File: config.mk
export PLATFORM = sky130hd
export DESIGN_NAME = uart_tx_fifo_sched
export DESIGN_NICKNAME = d
export VERILOG_FILES = /design/src/rtl/uart_sched_pkg.sv /design/src/rtl/sched_down_counter.sv /design/src/rtl/uart_tx_fifo_sched.sv
export SDC_FILE = /design/constraint.sdc
export NUM_CORES = 1
export LEC_CHECK = 0
export CAP_MARGIN = 20
export CORE_MARGIN = 2
export CORE_UTILIZATION = 55
export CTS_CLUSTER_DIAMETER = 50
export DETAILED_ROUTE_END_ITERATION = 7
export MAX_ROUTING_LAYER = met4
export PLACE_DENSITY = 0.8
export SLEW_MARGIN = 20
export SYNTH_ARGS = -nofsm -noshare
export SYNTH_HDL_FRONTEND = slang
export SYNTH_SLANG_ARGS = --single-unit
File: constraint.sdc
create_clock -name clk -period 2.45 [get_ports clk]
set_input_delay 0.6125 -clock clk [delete_from_list [all_inputs] [get_ports clk]]
set_output_delay 0.6125 -clock clk [all_outputs]
set_load 0.01 [all_outputs]
File: src/rtl/uart_sched_pkg.sv
// Shared definitions for the UART TX FIFO scheduler: state encoding,
// counter width and the minimum inter-byte gap.
// Optional feature macro: UART_TX_SCHED_TIMEOUT_EN (see uart_tx_fifo_sched).
package uart_sched_pkg;

   localparam int unsigned CNT_W   = 16;
   localparam int unsigned GAP_MIN = 2;

   typedef enum logic [2:0] {
      S_IDLE      = 3'd0,
      S_READ      = 3'd1,
      S_CAPTURE   = 3'd2,
      S_LOAD      = 3'd3,
      S_WAIT_BUSY = 3'd4,
      S_WAIT_TX   = 3'd5,
      S_GAP       = 3'd6,
      S_PAUSE     = 3'd7
   } sched_state_t;

   // Gap requests below the minimum are raised to the minimum so the
   // lagging FIFO empty flag has settled before it is evaluated.
   function automatic logic [CNT_W-1:0] clamp_gap(input logic [CNT_W-1:0] g);
      return (g < CNT_W'(GAP_MIN)) ? CNT_W'(GAP_MIN) : g;
   endfunction

endpackage

File: src/rtl/sched_down_counter.sv
// Loadable down counter with zero flag; shared by the GAP, PAUSE and
// watchdog phases of the scheduler (only one is active at a time).
module sched_down_counter
   import uart_sched_pkg::*;
#(
   parameter int unsigned W = CNT_W
) (
   input  logic         clk,
   input  logic         rst,
   input  logic         i_load,
   input  logic [W-1:0] i_load_val,
   input  logic         i_en,
   output logic         o_zero
);

   logic [W-1:0] r_count;

   // Load has priority over decrement; count saturates at zero.
   always_ff @(posedge clk or negedge rst) begin
      if (!rst) begin
         r_count <= '0;
      end else if (i_load) begin
         r_count <= i_load_val;
      end else if (i_en && (r_count != '0)) begin
         r_count <= r_count - 1'b1;
      end
   end

   assign o_zero = (r_count == '0);

endmodule

File: src/rtl/uart_tx_fifo_sched.sv
// Drains the UART TX byte FIFO into the bit-level transmitter, one byte per
// frame, with a programmable inter-byte gap and a forced pause after a burst.
// Optional feature macro: UART_TX_SCHED_TIMEOUT_EN enables the WAIT_BUSY
// watchdog and the sticky err_o flag; without it err_o is tied low.
module uart_tx_fifo_sched
   import uart_sched_pkg::*;
#(
   parameter int unsigned BURST_MAX      = 256,
   parameter int unsigned PAUSE_CYCLES   = 1024,
   parameter int unsigned TIMEOUT_CYCLES = 4096
) (
   input  logic             clk,
   input  logic             rst,
   input  logic             enable_i,
   input  logic [CNT_W-1:0] gap_i,
   input  logic [7:0]       fifo_data_i,
   input  logic             fifo_empty_i,
   output logic             fifo_n_re_o,
   output logic [7:0]       tx_data_o,
   output logic             tx_start_o,
   input  logic             tx_busy_i,
   output logic             busy_o,
   output logic [CNT_W-1:0] bytes_sent_o,
   output logic             err_o
);

   sched_state_t     r_state;
   sched_state_t     w_next;
   logic [7:0]       r_tx_data;
   logic [CNT_W-1:0] r_bytes;
   logic [CNT_W-1:0] r_burst;
   logic [CNT_W-1:0] r_gap;

   logic             w_ctr_load;
   logic [CNT_W-1:0] w_ctr_val;
   logic             w_ctr_en;
   logic             w_ctr_zero;
   logic             w_gap_latch;
   logic             w_capture;
   logic             w_launch;
   logic             w_burst_clr;
`ifdef UART_TX_SCHED_TIMEOUT_EN
   logic             w_err_set;
   logic             r_err;
`endif

   sched_down_counter #(
      .W (CNT_W)
   ) u_ctr (
      .clk        (clk),
      .rst        (rst),
      .i_load     (w_ctr_load),
      .i_load_val (w_ctr_val),
      .i_en       (w_ctr_en),
      .o_zero     (w_ctr_zero)
   );

   // State register.
   always_ff @(posedge clk or negedge rst) begin
      if (!rst) begin
         r_state <= S_IDLE;
      end else begin
         r_state <= w_next;
      end
   end

   // Next-state logic and per-state control strobes.
   always_comb begin
      w_next      = r_state;
      w_ctr_load  = 1'b0;
      w_ctr_val   = '0;
      w_ctr_en    = 1'b0;
      w_gap_latch = 1'b0;
      w_capture   = 1'b0;
      w_launch    = 1'b0;
      w_burst_clr = 1'b0;
`ifdef UART_TX_SCHED_TIMEOUT_EN
      w_err_set   = 1'b0;
`endif
      case (r_state)
         S_IDLE: begin
            if (enable_i && !fifo_empty_i && !tx_busy_i) begin
               w_next      = S_READ;
               w_gap_latch = 1'b1;
            end
         end
         S_READ: begin
            w_next = S_CAPTURE;
         end
         S_CAPTURE: begin
            // FIFO output register is valid now; capture so data and start
            // are presented together in LOAD.
            w_capture = 1'b1;
            w_next    = S_LOAD;
         end
         S_LOAD: begin
            w_launch   = 1'b1;
            w_ctr_load = 1'b1;
            w_ctr_val  = CNT_W'(TIMEOUT_CYCLES - 1);
            w_next     = S_WAIT_BUSY;
         end
         S_WAIT_BUSY: begin
            if (tx_busy_i) begin
               w_next = S_WAIT_TX;
`ifdef UART_TX_SCHED_TIMEOUT_EN
            end else if (w_ctr_zero) begin
               w_err_set   = 1'b1;
               w_burst_clr = 1'b1;
               w_next      = S_IDLE;
            end else begin
               w_ctr_en = 1'b1;
`endif
            end
         end
         S_WAIT_TX: begin
            if (!tx_busy_i) begin
               w_ctr_load = 1'b1;
               w_ctr_val  = r_gap - 1'b1;
               w_next     = S_GAP;
            end
         end
         S_GAP: begin
            if (!w_ctr_zero) begin
               w_ctr_en = 1'b1;
            end else if (r_burst == CNT_W'(BURST_MAX)) begin
               w_burst_clr = 1'b1;
               w_ctr_load  = 1'b1;
               w_ctr_val   = CNT_W'(PAUSE_CYCLES - 1);
               w_next      = S_PAUSE;
            end else if (!enable_i || fifo_empty_i) begin
               w_burst_clr = 1'b1;
               w_next      = S_IDLE;
            end else begin
               w_next = S_READ;
            end
         end
         S_PAUSE: begin
            if (w_ctr_zero) begin
               w_next = S_IDLE;
            end else begin
               w_ctr_en = 1'b1;
            end
         end
         default: begin
            w_next = S_IDLE;
         end
      endcase
   end

   // Datapath registers: transmit byte, byte/burst counters, latched gap.
   always_ff @(posedge clk or negedge rst) begin
      if (!rst) begin
         r_tx_data <= '0;
         r_bytes   <= '0;
         r_burst   <= '0;
         r_gap     <= '0;
      end else begin
         if (w_capture) begin
            r_tx_data <= fifo_data_i;
         end
         if (w_launch) begin
            r_bytes <= r_bytes + 1'b1;
         end
         if (w_burst_clr) begin
            r_burst <= '0;
         end else if (w_launch) begin
            r_burst <= r_burst + 1'b1;
         end
         if (w_gap_latch) begin
            r_gap <= clamp_gap(gap_i);
         end
      end
   end

`ifdef UART_TX_SCHED_TIMEOUT_EN
   // Sticky watchdog error, cleared only by reset.
   always_ff @(posedge clk or negedge rst) begin
      if (!rst) begin
         r_err <= 1'b0;
      end else if (w_err_set) begin
         r_err <= 1'b1;
      end
   end
   assign err_o = r_err;
`else
   assign err_o = 1'b0;
`endif

   assign fifo_n_re_o  = (r_state != S_READ);
   assign tx_start_o   = (r_state == S_LOAD);
   assign busy_o       = (r_state != S_IDLE);
   assign tx_data_o    = r_tx_data;
   assign bytes_sent_o = r_bytes;

endmodule

==> results of run 1 <==
## worst max path at each step
stage / to / slack [ns] / start / cells after the start
detailed placement: u_ctr.r_count[14]$_DFFE_PN0P_ / 0.07 / r_gap[6]$_DFFE_PN0P_ / 5
finish: u_ctr.r_count[14]$_DFFE_PN0P_ / 0.04 / r_gap[6]$_DFFE_PN0P_ / 5
CTS: fifo_n_re_o / 0.006 / r_state[0]$_DFFE_PN0P_ / 3
global route: u_ctr.r_count[14]$_DFFE_PN0P_ / -0.004 / r_gap[6]$_DFFE_PN0P_ / 5
floorplan: u_ctr.r_count[14]$_DFFE_PN0P_ / 0.22 / u_ctr.r_count[10]$_DFFE_PN0P_ / 5
global placement: u_ctr.r_count[13]$_DFFE_PN0P_ / 0.09 / u_ctr.r_count[3]$_DFFE_PN0P_ / 5
## cell families (layout without fill, tap and decap cells)
group	after synthesis	count (layout)	share of synthesized area
compound gates	61	61	0.104
xor+xnor	42	42	0.0906
fa+ha+maj	6	6	0.0185
buf+inv	30	112	0.0296
flops	75	75	0.462
mux	23	23	0.0638
other cells	1	1	0.000923
simple gates	161	161	0.230
## worst max-delay path, cell delays in order, from the launching register on
cell,delay (ns)
dfrtp_2,0.44
or4_4,0.55
or4_4,0.52
or4_1,0.52
a21oi_2,0.20
a2111o_1,0.12
## placed cells by master, fill, tap and decap left out, types with 4 or more instances in the layout
cell type,Yosys,routed
nand3_1,13,13
or4_4,4,5
nand4_1,10,10
ha_1,6,6
o21ai_0,8,7
inv_1,14,14
a21oi_1,15,14
dfrtp_1,75,71
mux2_2,23,23
o31ai_1,5,5
nor4_1,16,16
buf_4,1,28
nand2_1,21,21
clkbuf_8,0,11
and3_1,6,6
o22ai_1,7,7
nor2_1,36,36
clkdlybuf4s50_1,0,54
dfrtp_2,0,4
or3_1,6,6
or4_1,7,6
xor2_1,14,14
nor3_1,12,12
xnor2_1,28,28
## stage by stage
stage	power (mW)	std cells	utilization	setup slack [ns]	setup TNS, ns
2_1_floorplan	2.12	399	-	0.219	0
3_3_place_gp	2.44	559	0.669	0.0859	0
3_5_place_dp	2.46	559	0.669	0.0677	0
4_1_cts	3.46	574	0.697	0.00552	0
5_1_grt	3.68	580	0.706	-0.00375	-0.00375
6_report	3.50	580	0.706	0.0428	0
## power by group through the flow
stage                     clock (mW)  sequential (mW)  combinational (mW)
after floorplan                    0             1.56               0.560
after global placement             0             1.61               0.829
after detailed placement           0             1.62               0.844
after CTS                       1.01             1.60               0.854
after global routing            1.05             1.64               0.989
final                          0.981             1.61               0.904
## registers in the layout, summed over array words and instances (netlist names)
name / cells
bytes_sent_o: 16
r_burst: 16
r_gap: 16
u_ctr.r_count: 16
tx_data_o: 8
r_state: 3
## area by class of cell
type                       count  share of cell area
clock inverter                 3             0.00909
multi-input combinational    294               0.408
timing repair buffer          83               0.148
tap                           99              0.0243
inverter                      14              0.0103
sequential                    75               0.369
clock buffer                  12              0.0305
## what timing repair did
item                                    CTS  global route
endpoints found under the hold margin     0             0
buffers inserted                          0             6
cloned                                    0             0
resized for setup                         1             7
endpoints found under the setup margin    2             7
## metal layers
layer / vias to the layer above / global-route usage
met5: - / -
met2: 151 / 0.391
met1: 1642 / 0.332
met4: 0 / 0.0923
li1: 1620 / -
met3: 10 / 0.0411
==> impl_metrics.py, run 1 <==
metrics = {
    "status": {
        "status": "finished clean",
    },
    "critical_path": {
        "rrSetupSlack_ns": 0.04,
        "reg2reg_from": "r_gap[6]$_DFFE_PN0P_",
        "path_class": "reg2reg",
        "cp.arrival_ns": 2.69,
        "rr_worst_depth": 5,
        "worstSetupEndpointType": "flip-flop",
        "reg2reg_to": "u_ctr.r_count[14]$_DFFE_PN0P_",
        "cp-start-kind": "flip-flop",
        "crit_required_ns": 2.74,
        "critical_path.max_fanout": 5,
    },
    "detailed_routing": {
        "highest_layer": "met4",
        "drtIter0Drc": 238,
        "ant_nets": 0,
        "drc": 0,
        "m1WireLength_um": 4280,
        "drtPass1Iterations": 5,
        "wl_per_cell_um": 16.3,
        "post_drt_via_cell_ratio": 5.90,
        "wl_met2_um": 4530,
        "wl_um": 9470,
        "dr_wl_met3_um": 541,
        "vias": 3423,
    },
    "floorplan": {
        "start_util": 0.563,
        "die_x_um": 89.9,
        "dieArea_um2": 8090,
        "die_h_um": 89.9,
        "rows": 31,
        "design.portCount": 57,
        "core_um2": 7210,
    },
    "power_and_ir_drop": {
        "p_int_mw": 2.38,
        "p_leak_nw": 2.22,
        "p_sw_frac": 0.321,
        "pwr-share-seq": 0.461,
        "vdd_drop_max_v": 0.000424,
        "power_frac_comb": 0.258,
        "p_clk_frac": 0.280,
        "switchingPower_mw": 1.12,
        "power_density_nw_per_um2": 687,
    },
    "synthesis": {
        "syn_nets": 434,
        "ys.flop_type": "dfrtp_1",
        "avgSynthCellArea_um2": 10.2,
        "synth.distinct_cells": 57,
        "synth.largest_area_cell": "dfrtp_1",
        "synth-edff-count": 0,
        "seq_area_frac_synth": 0.462,
        "yosys-top-cells-count": "dfrtp_1 (75), nor2_1 (36), xnor2_1 (28)",
        "ys_warn_count": 0,
        "postSynthCellCount": 399,
        "syn-cell-area_um2": 4060,
        "ys_ff_latch": 75,
        "netlist_top_cells_area": "dfrtp_1 (46%), mux2_2 (6.4%), xnor2_1 (6.0%)",
        "synth_top_area_share": 0.462,
        "async_reset_ff_frac": 1.00,
        "synth_most_common_cell": "dfrtp_1",
    },
    "finish": {
        "final_design_area_no_fill_um2": 5090,
        "fill_cells": 568,
        "regArea_um2": 1880,
        "fin_nets": 512,
        "areaGrowthSynthToFinish_pct": 25.4,
        "diodes": 0,
        "drive_gt1_frac": 0.181,
        "multi_input_area_um2": 2080,
    },
    "clock_network": {
        "cts_hold_buffers": 0,
        "cts_root_buffer": "clkbuf_8",
        "clockBufferDepth": 2,
        "clock_latency_ns": 0.34,
        "cts_made_buffers": 9,
        "clock-sinks": 75,
        "clk_pin_slew_ns": 0.08,
        "h-tree-depth": 3,
        "cts_tree": "yes",
    },
    "global_route": {
        "grt_pass1_wl_um": 16100,
        "grt_pass1_vias": 3389,
        "grtUsageTotal": 0.250,
        "grt_max_degree": 48,
        "gr-total-overflow": 0,
        "grt_antenna_before_repair": 0,
    },
    "timing": {
        "fin_skew_ns": 0.00606,
        "relSlewSlack": 0.593,
        "whs_ns": 0.279,
        "max_freq_mhz": 415,
        "max_slew.worst_pin.slew_ns": 0.608,
        "finalSetupViolCount": 0,
        "finalCritPeriodShare": 0.983,
        "finalHoldViolations": 0,
        "slew_viol_final": 0,
        "min_period_ns": 2.41,
    },
    "placement": {
        "gp_congestion": 0.992,
        "portBuffers": 55,
        "dpl.hpwl_um": 6740,
        "placed_cell_area_um2": 4830,
    },
    "hold_path": {
        "hold_path.class": "in2async",
    },
    "flow_run": {
        "maxCapViolations": 0,
    },
}
Power figures use the tool's default switching activity.
==> inputs of run 2 (changes only) <==
--- a/config.mk
+++ b/config.mk
@@ -15,4 +15,5 @@
 export SLEW_MARGIN = 20
 export SYNTH_ARGS = -nofsm -noshare
 export SYNTH_HDL_FRONTEND = slang
+export SYNTH_HIERARCHICAL = 1
 export SYNTH_SLANG_ARGS = --single-unit
==> run 2 against run 1 <==
Via count grew 5.3%. Clock skew increased by 0.0029 ns. First-iteration DRC count shrank 1.3%. Final cell count is 5.0% higher. Clock-buffer cell count fell by 1. Largest power group unchanged. Setup slack gained 0.021 ns. Critical path depth down 2. Clock power grew 20%. Synthesized cell count rose by 7.0%. Total power rose by 26%. Worst hold slack got worse by 0.042 ns.
==> impl_metrics.py, run 2 <==
metrics = {
    "status": {
        "status": "finished clean",
    },
    "global_route": {
        "grt_pass1_wl_um": 16600,
        "grt_max_degree": 40,
        "grt_pass1_vias": 3490,
        "top_usage_layer": "met2",
        "grtUsageTotal": 0.256,
        "grt_antenna_before_repair": 0,
        "gr-total-overflow": 0,
        "use_met2": 0.421,
        "met1_usage": 0.322,
        "use_met3": 0.0593,
    },
    "hold_path": {
        "hold_path.class": "in2async",
    },
    "floorplan": {
        "dieArea_um2": 8220,
        "die_h_um": 90.7,
        "start_util": 0.570,
        "core_um2": 7250,
        "rows": 31,
        "die_x_um": 90.7,
        "design.portCount": 57,
    },
    "critical_path": {
        "slowest_stage": "dfrtp_2",
        "cp_slowest_stage_delay_ns": 0.49,
        "crit_required_ns": 1.84,
        "reg2reg_from": "u_ctr/r_count[14]$_DFFE_PN0P_",
        "critical_path.max_fanout": 8,
        "worstSetupEndpointType": "output pin",
        "cp.arrival_ns": 1.77,
        "rr_worst_depth": 10,
        "cp-start-kind": "flip-flop",
        "path_class": "reg2out",
        "path_cells": "inv_2 > or3_1 > clkdlybuf4s50_1",
        "reg2reg_to": "u_ctr/r_count[6]$_DFFE_PN0P_",
        "rrSetupSlack_ns": 0.07,
    },
    "timing": {
        "max_slew.worst_pin.slew_ns": 0.505,
        "min_period_ns": 2.39,
        "finalCritPeriodShare": 0.974,
        "max_freq_mhz": 419,
        "fin_ws_ns": 0.0640,
        "finalHoldViolations": 0,
        "relSlewSlack": 0.664,
        "slew_viol_final": 0,
        "fin_skew_ns": 0.00897,
        "finalSetupViolCount": 0,
    },
    "synthesis": {
        "syn_nets": 461,
        "synth_most_common_cell": "dfrtp_1",
        "synth.largest_area_cell": "dfrtp_1",
        "seq_area_frac_synth": 0.454,
        "yosys-top-cells-count": "dfrtp_1 (75), nand2_1 (33), o21ai_0 (28)",
        "ys_ff_latch": 75,
        "netlist_top_cells_area": "dfrtp_1 (45%), mux2_2 (6.0%), xor2_1 (3.8%)",
        "synth_top_area_share": 0.454,
        "synth.distinct_cells": 52,
        "async_reset_ff_frac": 1.00,
        "avgSynthCellArea_um2": 9.68,
        "ys.flop_type": "dfrtp_1",
        "ys_warn_count": 6,
        "synth-edff-count": 0,
        "syn-cell-area_um2": 4130,
        "postSynthCellCount": 427,
    },
    "power_and_ir_drop": {
        "total_power_mw": 4.43,
        "vdd_drop_max_v": 0.000370,
        "p_leak_nw": 2.27,
        "power_density_nw_per_um2": 830,
    },
    "clock_network": {
        "h-tree-depth": 3,
        "cts_root_buffer": "clkbuf_8",
        "clock-sinks": 75,
        "cts_made_buffers": 9,
        "clockBufferDepth": 2,
        "clk_pin_slew_ns": 0.08,
        "cts_tree": "yes",
        "clock_latency_ns": 0.35,
    },
    "finish": {
        "drive_gt1_frac": 0.190,
        "layoutNonFillerInstCount": 609,
        "final_cell_mix": "dfrtp_1 (73), clkdlybuf4s50_1 (54), nand2_1 (30)",
        "fin_util": 0.736,
        "diodes": 0,
        "areaGrowthSynthToFinish_pct": 29.1,
        "final_design_area_no_fill_um2": 5340,
        "fin_nets": 539,
        "final_common_cell": "dfrtp_1",
    },
    "detailed_routing": {
        "vias": 3604,
        "ant_nets": 0,
        "post_drt_via_cell_ratio": 5.92,
        "drc": 0,
        "wl_per_cell_um": 16.6,
        "drtIter0Drc": 235,
        "drtPass1Iterations": 5,
        "wl_um": 10100,
    },
    "placement": {
        "post-place-ws_ns": -0.0537,
        "dp_cells": 584,
        "portBuffers": 55,
        "gp_congestion": 0.973,
        "placed_cell_area_um2": 4910,
        "dpl.hpwl_um": 7030,
    },
    "flow_run": {
        "maxCapViolations": 0,
    },
}
## run 2: cell families after synthesis
| group | after synthesis | share of synthesized area |
|---|---|---|
| mux | 25 | 0.0675 |
| other cells | 1 | 0.000908 |
| buf+inv | 31 | 0.0327 |
| simple gates | 175 | 0.239 |
| flops | 75 | 0.454 |
| compound gates | 80 | 0.116 |
| fa+ha+maj | 5 | 0.0151 |
| xor+xnor | 35 | 0.0742 |
## run 2: metal layers
layer,up-vias,wire length (um)
met4,0,160
met5,-,0
met1,1743,4400
met3,18,494
met2,117,5080
li1,1726,-
## run 2: per-stage QoR
step	hold slack (ns)	TNS (ns)
floorplan	0.317	0
global placement	0.464	0
detailed placement	0.465	-0.0537
CTS	0.240	0
global route	0.258	-0.290
finish	0.236	0
## run 2: repair_timing
item | in CTS | in global routing
gates cloned | 0 | 1
gates resized for setup | 3 | 23
pin swaps | 1 | 8
endpoints found under the setup margin | 4 | 14
hold buffers | 0 | 0
buffers inserted | 0 | 8
## run 2: final cells by class
type                            instances  area (um^2)
Timing Repair inverter                  1         7.51
Multi-Input combinational cell        321         2240
Timing Repair Buffer                   83          783
Clock inverter                          5          108
Fill cell                             515         1920
Inverter                               14         56.3
Tap cell                               99          124
Clock buffer                           11          141
Sequential cell                        75         1880
## run 2: how the worst max path moves through the flow
stage	from	to	slack [ns]	cells past startpoint
after floorplan	u_ctr/r_count[0]$_DFFE_PN0P_	u_ctr/r_count[12]$_DFFE_PN0P_	0.01	15
after global placement	u_ctr/r_count[0]$_DFFE_PN0P_	u_ctr/r_count[11]$_DFFE_PN0P_	0.07	10
after detailed placement	u_ctr/r_count[0]$_DFFE_PN0P_	u_ctr/r_count[11]$_DFFE_PN0P_	-0.05	10
after CTS	u_ctr/r_count[0]$_DFFE_PN0P_	u_ctr/r_count[8]$_DFFE_PN0P_	0.02	11
after global routing	u_ctr/r_count[0]$_DFFE_PN0P_	u_ctr/r_count[10]$_DFFE_PN0P_	-0.04	12
final	r_state[0]$_DFFE_PN0P_	fifo_n_re_o	0.06	3
## run 2: power by group
| group | internal [mW] | switching (mW) | leakage [nW] |
|---|---|---|---|
| Sequential | 1.47 | 0.352 | 0.992 |
| Combinational | 0.748 | 0.673 | 1.15 |
| Clock | 0.713 | 0.468 | 0.125 |
| Total | 2.93 | 1.49 | 2.27 |
## run 2: critical path, delay by kind of cell, from the launching register on
family                 cells  cell delay [ns]
buffers and inverters      2             0.59
flip-flops                 1             0.49
AND/OR/NAND/NOR            1             0.36
